## config.mk

```make
export PLATFORM = sky130hd
export DESIGN_NAME = cdc_handshake_tx
export DESIGN_NICKNAME = d
export VERILOG_FILES = /design/src/rtl/cdc_handshake_tx.sv
export SDC_FILE = /design/constraint.sdc
export NUM_CORES = 1
export LEC_CHECK = 0
export ABC_CLOCK_PERIOD_IN_PS = 4840
export CORE_MARGIN = 2
export CORE_UTILIZATION = 25
export CTS_CLUSTER_SIZE = 25
export DETAILED_ROUTE_END_ITERATION = 6
export GPL_TIMING_DRIVEN = 1
export PLACE_DENSITY = 0.46
export SLEW_MARGIN = 5
export SYNTH_ARGS = -nofsm -noshare
export SYNTH_HDL_FRONTEND = slang
export SYNTH_SLANG_ARGS = --single-unit
export TNS_END_PERCENT = 10
```

## constraint.sdc

```tcl
create_clock -name clk -period 4.84 [get_ports clk]
set_clock_uncertainty 0.15 [all_clocks]
set_input_delay 0.726 -clock clk [delete_from_list [all_inputs] [get_ports clk]]
set_output_delay 0.726 -clock clk [all_outputs]
set_load 0.01 [all_outputs]
```

## src/rtl/cdc_handshake_tx.sv

```systemverilog
// Source side of a two-phase bundled-data CDC: holds a word on xfer_data,
// toggles xfer_req and waits for the synchronized ack toggle to match.
module cdc_handshake_tx #(
    parameter int WIDTH          = 8,
    parameter int NUM_FLIP_FLOPS = 2,
    parameter int COUNT_WIDTH    = 16
) (
    input  logic                   clk,
    input  logic                   reset,
    input  logic [WIDTH-1:0]       s_data,
    input  logic                   s_valid,
    output logic                   s_ready,
    output logic [WIDTH-1:0]       xfer_data,
    output logic                   xfer_req,
    input  logic                   xfer_ack_async,
    output logic                   busy,
    output logic [COUNT_WIDTH-1:0] xfer_count,
    output logic                   protocol_err
);

    typedef enum logic {
        IDLE,
        WAIT_ACK
    } state_t;

    state_t                    state_q, state_d;
    logic [WIDTH-1:0]          xfer_data_q, xfer_data_d;
    logic                      xfer_req_q, xfer_req_d;
    logic [NUM_FLIP_FLOPS-1:0] ack_sync_q, ack_sync_d;
    logic [COUNT_WIDTH-1:0]    count_q, count_d;
    logic                      err_q, err_d;
    logic                      ack_sync;

    localparam logic [COUNT_WIDTH-1:0] CountOne = {{(COUNT_WIDTH-1){1'b0}}, 1'b1};

    assign ack_sync = ack_sync_q[NUM_FLIP_FLOPS-1];

    always_comb begin
        ack_sync_d  = {ack_sync_q[NUM_FLIP_FLOPS-2:0], xfer_ack_async};
        state_d     = state_q;
        xfer_data_d = xfer_data_q;
        xfer_req_d  = xfer_req_q;
        count_d     = count_q;
        err_d       = err_q;
        unique case (state_q)
            IDLE: begin
                // Phases must agree while idle; a mismatch means a stray ack
                if (ack_sync != xfer_req_q) err_d = 1'b1;
                if (s_valid) begin
                    xfer_data_d = s_data;
                    xfer_req_d  = ~xfer_req_q;
                    state_d     = WAIT_ACK;
                end
            end
            WAIT_ACK: begin
                if (ack_sync == xfer_req_q) begin
                    state_d = IDLE;
                    count_d = count_q + CountOne;
                end
            end
            default: state_d = IDLE;
        endcase
    end

    always_ff @(posedge clk or posedge reset) begin
        if (reset) begin
            state_q     <= IDLE;
            xfer_data_q <= '0;
            xfer_req_q  <= 1'b0;
            ack_sync_q  <= '0;
            count_q     <= '0;
            err_q       <= 1'b0;
        end else begin
            state_q     <= state_d;
            xfer_data_q <= xfer_data_d;
            xfer_req_q  <= xfer_req_d;
            ack_sync_q  <= ack_sync_d;
            count_q     <= count_d;
            err_q       <= err_d;
        end
    end

    assign s_ready      = (state_q == IDLE);
    assign busy         = (state_q == WAIT_ACK);
    assign xfer_data    = xfer_data_q;
    assign xfer_req     = xfer_req_q;
    assign xfer_count   = count_q;
    assign protocol_err = err_q;

endmodule

```

== Word level (Yosys, flattened, before mapping) ==
Index checks and enable logic that the tools add are counted.
Word-level totals
  register bits after elaboration: 29
  latch bits: 0
  bits in writable memories: 0
  memory bits (read-only): 0
  bits of input ports: 12
  output and inout bits: 28
  word-level logic and storage cells: 17
  memories kept: 0
Operators by class
  $add $sub $neg: 1
  multiply operators: 0
  div/mod/pow operators: 0
  magnitude comparators: 0
  equal/unequal tests: 2
  shift-type cells: 0
  mux-type cells: 3
  bitwise operators: 2
  reduce and logical (&&, ||, !) cells: 3
Operators by type and width (number)
  16-bit by 1-bit adder with 16-bit output, second input constant: 1
  2-bit AND reduction: 3
  1-bit 2-to-1 mux: 2
  1-bit inverter: 2
  1-bit one-hot mux with 2 select lines: 1
  1-bit equality test: 1
  1-bit != test: 1

== Longest topological paths before layout ==
  depth in word-level cells: 3
  mapped depth: 5
  gate-level depth less buffers: 5

== Least setup slack after synthesis ==
Ideal clock, no wire load.
  path type: register to register
  from: reg xfer_req_q (netlist: xfer_req)
  to: reg count_q[11] (netlist: xfer_count[11])
  setup time: 0.079 ns
  arrival time: 1.621 ns
  data required time: 4.611 ns
  setup slack: 2.990 ns
  stages on the path, launching flop included: 6
  buffers on the path: 1
  clock period less this slack: 1.850 ns
  cell sequence: dfrtp_1 xor2_1 or4_1 buf_2 and2b_2 xor2_1
On the way
  word-level cells in the longest chain between the ends: 2
Ends and longest elaborated chain
  start: declaration: line 28  | logic xfer_req_q, xfer_req_d;
  start signal: assignment: line 76  | xfer_req_q <= xfer_req_d;
  1-bit equality test: line 56  | if (ack_sync == xfer_req_q) begin
  2-bit AND reduction (no line)
  end signal: assignment: line 78  | count_q <= count_d;
  end: declaration: line 30  | logic [COUNT_WIDTH-1:0] count_q, count_d;
No other way between the ends.
A chain may end at the register's enable or synchronous reset.

== Final worst setup path ==
  from: reg state_q (netlist: busy)
  to: out s_ready
On the way
  word-level cells in the longest chain between the ends: 1
Ends and longest elaborated chain
  start: declaration: line 26  | state_t state_q, state_d;
  start signal: assignment: line 74  | state_q <= state_d;
  1-bit inverter (no line)
  end: declaration: line 12  | output logic s_ready,
No other way between the ends.

==> metrics <==
H-tree depth 2; CP endpoint kind primary output; hpwl dp between 1500 and 2000 um; initial antenna violation count 0; worst-path maximum fanout 8; number of instances in the synthesized netlist 91; maximum resistive drop on vdd around 0.00020 V; vias in the first global route approximately 860; residual overflow from global routing 0; placed cell count 180; PostCTS Resize Cnt 0; delay of the slowest critical-path stage around 550 ps; Worst Reg-to-Reg Cells 4; type of the worst setup path reg -> out; nets@finish about 150; initial standard-cell utilization of the core 26.5%; placeable core region 4440 um2; amount of wire on met3 after detailed routing roughly 190 um; final hold violation count 0; count of buffers inserted at the top-level ports 39; gr usage total around 10%; Die X-Extent 72.7 um; crit path from busy; area share of the largest cell type after synthesis between 60% and 70%; number of setup violations in the final report 0; synthesized net count 104; highest layer used for signal routing met4; max-capacitance violation count 0; peak clock frequency supported by timing 442 MHz; largest net degree at the start of global routing 30; number of hold buffers added after CTS 0; post-layout util between 30% and 40%; Rel. slew slack between 20% and 30%; Inserted Clock Buffers 5; average wire per standard cell ~13 um; clock transition at the registers of the reported paths around 60 ps; boundary pin count 40; post-detailed-routing wire length around 2400 um; Remaining DRCs 0; remaining number of nets flagged by the antenna check after routing 0; Setup Slack @ Placement between 2000 and 2500 ps; met2 wire length ~1100 um; dominant register cell in the synthesized netlist sky130_fd_sc_hd__dfrtp_1; Hold Crit Start ack_sync_q[0]; top cells by instance count after synthesis 29 x sky130_fd_sc_hd__dfrtp_1, 10 x sky130_fd_sc_hd__xnor2_1, 9 x sky130_fd_sc_hd__mux2_2; RR Startpoint xfer_req; Worst Path Required just under 4000 ps; count of cells along the worst hold path 0; Synth-to-Final Area Change 46.5%; number of vias after detailed routing a little over 800; number of search-and-repair iterations in the first detailed-routing pass 4; count of clock tree sinks 29; leading area contributor after synthesis sky130_fd_sc_hd__dfrtp_1; die outline height approximately 73 um; number of enable-type register cells in the synthesized netlist 0; Yosys cell types 22; fraction of registers with async set/reset 100%; Crit Reg-Reg Endpoint xfer_count[10]; run status finished clean; first-pass GRT wire length 4080 um; number of buffers on the longest clock path 2; library cell with the highest instance count after synthesis sky130_fd_sc_hd__dfrtp_1; die area approximately 5300 um2; Lkg Pwr approximately 0.74 nW; Final TNS setup 0 ps; Crit path arrival time around 1400 ps; worst setup slack for register-to-register paths roughly 2800 ps; setup bufs post-CTS 0; final weighted congestion in routability-driven placement 0.639; later-pin clock latency in the skew report about 270 ps; wl on met1 about 1100 um; Hold Path Sink ack_sync_q[1]; total inserted antenna cells 0; iteration-0 DRC count of the detailed router 26; slew at the pin closest to its max-slew limit 1120 ps; average via count per standard cell about 4.3; Min-Delay Path Class reg -> reg; proportion of layout cells with a drive suffix above 1 approximately 15%; top cells by area, synth sky130_fd_sc_hd__dfrtp_1 62%, sky130_fd_sc_hd__mux2_2 8.6%, sky130_fd_sc_hd__xnor2_1 7.4%, sky130_fd_sc_hd__xor2_1 5.9%, sky130_fd_sc_hd__nand3_1 2.1%; Startpoint Class flop; pins over their slew limit 0; clock root buffer master sky130_fd_sc_hd__clkbuf_8; fin crit period around 2300 ps; share of synthesized area occupied by flip-flops and latches 61.6%; total power slightly above 0.9 mW; power density cells roughly 530 nW/um2; cell area after technology mapping 1180 um2; crit path cell chain inv_1 -> clkdlybuf4s50_1; flip-flop and latch count after synthesis 29; RSZ-0062 raised after global routing false; number of standard cells in the final layout excluding fillers ~190; worst setup margin between 2000 and 3000 ps; average footprint of a synthesized cell about 13 um2; standard-cell row count 24; Syn. warnings 0; CTS tree built; final period utilization a little under half; library cell contributing the largest single delay on the critical path sky130_fd_sc_hd__clkdlybuf4s50_1
==> sequential cells by signal, indices dropped and copies added, names as in the netlist <==
register and cells:
xfer_req 1, ack_sync_q 2, busy 1, xfer_count 16, xfer_data 8, protocol_err 1
==> critical path, delay by kind of cell (launching register included) <==
family,cells,cell delay (ps)
buffers and inverters,2,660
flip-flops,1,460
==> final cells by class <==
class | count | area, um2
Fill cell | 419 | 2720
Sequential cell | 29 | 726
Clock buffer | 7 | 96.3
Inverter | 3 | 11.3
Timing Repair Buffer | 39 | 390
Multi-Input combinational cell | 57 | 433
Clock inverter | 1 | 5.00
Tap cell | 52 | 65.1
==> where the power goes <==
| part | switching, mW | total [mW] | leakage, nW | internal, mW |
|---|---|---|---|---|
| registers | 0.0660 | 0.379 | 0.362 | 0.313 |
| logic | 0.124 | 0.323 | 0.324 | 0.200 |
| clock network | 0.0872 | 0.215 | 0.0542 | 0.128 |
| total | 0.277 | 0.918 | 0.740 | 0.641 |
==> worst max-delay path by stage <==
| stage | slack, ps | endpoint |
|---|---|---|
| floorplan | 2990 | xfer_count[11] |
| global route | 2470 | xfer_data[1] |
| global placement | 2340 | xfer_data[5] |
| finish | 2580 | s_ready |
| detailed placement | 2280 | xfer_data[1] |
| CTS | 2560 | s_ready |
==> layer usage <==
layer	vias to the layer above	track usage [%]
met4	0	4.94
li1	388	-
met2	35	14.3
met5	-	0
met1	381	13.5
met3	4	4.70
==> cell families after synthesis <==
logic type | share of synthesized area [%]
adder cells (fa/ha/maj) | 1.06
multiplexers | 8.60
flip-flops | 61.6
buffers and inverters | 1.70
XOR/XNOR | 13.4
AND/OR/NAND/NOR | 12.3
AO/OA/AOI/OAI | 1.38
==> placed cells by master (no fill, tap or decap) <==
cell type                         netlist  routed
sky130_fd_sc_hd__mux2_2                 9       9
sky130_fd_sc_hd__clkbuf_8               0       7
sky130_fd_sc_hd__inv_1                  3       3
sky130_fd_sc_hd__or4_1                  1       1
sky130_fd_sc_hd__xor2_1                 8       8
sky130_fd_sc_hd__a21o_2                 1       1
sky130_fd_sc_hd__nand3_1                5       5
sky130_fd_sc_hd__o21a_1                 1       1
sky130_fd_sc_hd__and4_1                 1       1
sky130_fd_sc_hd__ha_1                   1       1
sky130_fd_sc_hd__clkdlybuf4s50_1        0      39
sky130_fd_sc_hd__nand2_1                6       6
sky130_fd_sc_hd__nor2_1                 5       5
sky130_fd_sc_hd__and3_1                 1       1
sky130_fd_sc_hd__and2_1                 1       1
sky130_fd_sc_hd__nand4_1                3       3
sky130_fd_sc_hd__nor4_1                 1       1
sky130_fd_sc_hd__clkinv_2               0       1
sky130_fd_sc_hd__and2b_2                1       1
sky130_fd_sc_hd__xnor2_1               10      10
sky130_fd_sc_hd__nor2b_1                1       1
sky130_fd_sc_hd__dfrtp_1               29      29
sky130_fd_sc_hd__nor3_2                 1       1
==> through the flow <==
stage,hold WS (ps),area [um2]
finish,202,1730
global route,213,1730
CTS,207,1730
detailed placement,193,1630
global placement,186,1630
floorplan,181,1180
Note: power is estimated with default switching activity, not from simulation.
==> edit (config.mk and constraints unchanged) <==
Make the reset (`reset`) synchronous in one clocked block.
--- a/src/rtl/cdc_handshake_tx.sv
+++ b/src/rtl/cdc_handshake_tx.sv
@@ -63,5 +63,5 @@
     end
 
-    always_ff @(posedge clk or posedge reset) begin
+    always_ff @(posedge clk) begin
         if (reset) begin
             state_q     <= IDLE;
Formal check against the unedited RTL: differs if reset is asserted again (counterexample within 4 cycles, from zero or initial values and one cycle with reset high); with reset held inactive, the same outputs for 10 cycles.
==> edit against the original RTL <==
  * Synthesized cell count rose by 52%
  * Hold slack improved by 97 ps
  * Via count up 29%
  * Wire length up 14%
  * Fmax down 1.5%
  * Area after synthesis grew 4.0%
  * First-iteration DRC count stayed put
  * Final area rose by 2.4%
  * Sequential cell count unchanged
  * Worst setup slack got worse by 35 ps
  * Count of clock-buffer cells in the layout down 2
  * Critical endpoint unchanged
  * Highest routed layer unchanged
Power is not compared: it rests on default switching activity, and its combinational part moved more than twofold at a synthesized area within 25%.
==> edit: results <==
metrics = {
    "yosys": {
        "synthArstFlopShare_pct": 0,
        "synth_nets": 151,
        "yosys.cell_types.count": 27,
        "postSynth.topFlopCell": "sky130_fd_sc_hd__dfxtp_1",
        "post_synth_most_frequent_cells": "29 x sky130_fd_sc_hd__dfxtp_1, 21 x sky130_fd_sc_hd__nand2_1, 17 x sky130_fd_sc_hd__nor2_1",
        "synth.yosys.seq_area_share_pct": 47.3,
        "synthTopCellsByArea": "sky130_fd_sc_hd__dfxtp_1 47%, sky130_fd_sc_hd__nand2_1 6.4%, sky130_fd_sc_hd__a21oi_1 5.7%, sky130_fd_sc_hd__nor2_1 5.2%, sky130_fd_sc_hd__xnor2_1 5.0%",
        "ys_warn_count": 0,
    },
    "placed_design": {
        "detailed_place_hpwl_um": 1950,
        "numPortBuffers": 39,
        "final_wtd_congestion": 0.640,
    },
    "global_route": {
        "grt_pass1_vias": 964,
        "grt.total_usage_pct": 10.6,
        "first_pass_grt_wire_length_um": 4460,
        "grt_start_max_net_pins": 37,
    },
    "timing": {
        "slew-limit-headroom_pct": 59.0,
    },
    "run_status": {
        "outcome": "completed",
    },
    "finish": {
        "number_of_nets_at_the_end_of_the_flow": 192,
        "layout-drive-gt1-share_pct": 9.44,
        "n_fill_cell": 487,
    },
    "worst_setup_path": {
        "critical-path-max-stage-delay_ps": 500,
        "slowest_stage_cell_crit_path": "sky130_fd_sc_hd__dfxtp_1",
        "worst_endpoint_data_arrival_time_ps": 1420,
        "crit_fanout": 10,
    },
    "route": {
        "vias": 1046,
        "detail_route.wl_per_cell_um": 11.0,
    },
}
edit: cell count changes after synthesis, sizes merged, moves of 4 or more:
cell    unedited run  this run
xor2               8         3
nor2b              1         7
clkbuf             1         5
dfxtp              0        29
mux2               9         4
nor2               5        17
a21oi              0        14
dfrtp             29         0
nand2              6        21
edit: critical path, delay by kind of cell, from the launching register on:
kind / cells / cell delay [ps]
buffers and inverters: 2 / 640
flip-flops: 1 / 500
edit: cell families (layout without fill, tap and decap cells):
family                   count (synthesis)  in the layout  synth area share, %
AO/OA/AOI/OAI                           19             19                 8.88
XOR/XNOR                                10             10                 7.76
adder cells (fa/ha/maj)                  1              1                 1.02
buffers and inverters                    9             51                 3.06
flip-flops                              29             29                 47.3
multiplexers                             4              4                 3.98
AND/OR/NAND/NOR                         66             66                 28.0
edit: path summary, 6_finish.rpt:
check                                 endpoint  slack (ps)  cells after the start           from
worst max-delay path                   s_ready        2540                      2           busy
worst min-delay path             ack_sync_q[1]         300                      1  ack_sync_q[0]
worst max register to register  xfer_count[15]        2860                      4           busy
worst min register to register   ack_sync_q[1]         300                      1  ack_sync_q[0]
edit: routing by layer:
metal | vias to the layer above | track usage [%] | share of wire, %
met1 | 484 | 12.5 | 46
li1 | 541 | - | -
met4 | 0 | 4.85 | 1.1
met2 | 19 | 17.3 | 49
met5 | - | 0 | 0
met3 | 2 | 3.66 | 3.3
edit: metrics by stage:
step	instances	power, mW	setup slack, ps	cell area [um2]
floorplan	138	0.295	2980	1230
global placement	239	0.329	2620	1680
detailed placement	239	0.330	2570	1680
CTS	247	0.529	2530	1770
global route	247	0.546	2430	1770
finish	247	0.520	2540	1770
edit: power groups by stage:
stage,logic (mW),clock network (mW),registers [mW]
global route,0.0724,0.215,0.259
detailed placement,0.0667,0,0.263
CTS,0.0668,0.205,0.257
floorplan,0.0307,0,0.265
finish,0.0657,0.196,0.257
global placement,0.0663,0,0.263
edit: area by class of cell:
cell class	instances	area [um2]	area share (%)
inverter	3	11.3	0.637
multi-input combinational	100	608	34.4
clock buffer	5	68.8	3.89
timing repair buffer	40	398	22.5
tap	67	83.8	4.74
sequential	29	581	32.8
clock inverter	3	17.5	0.991
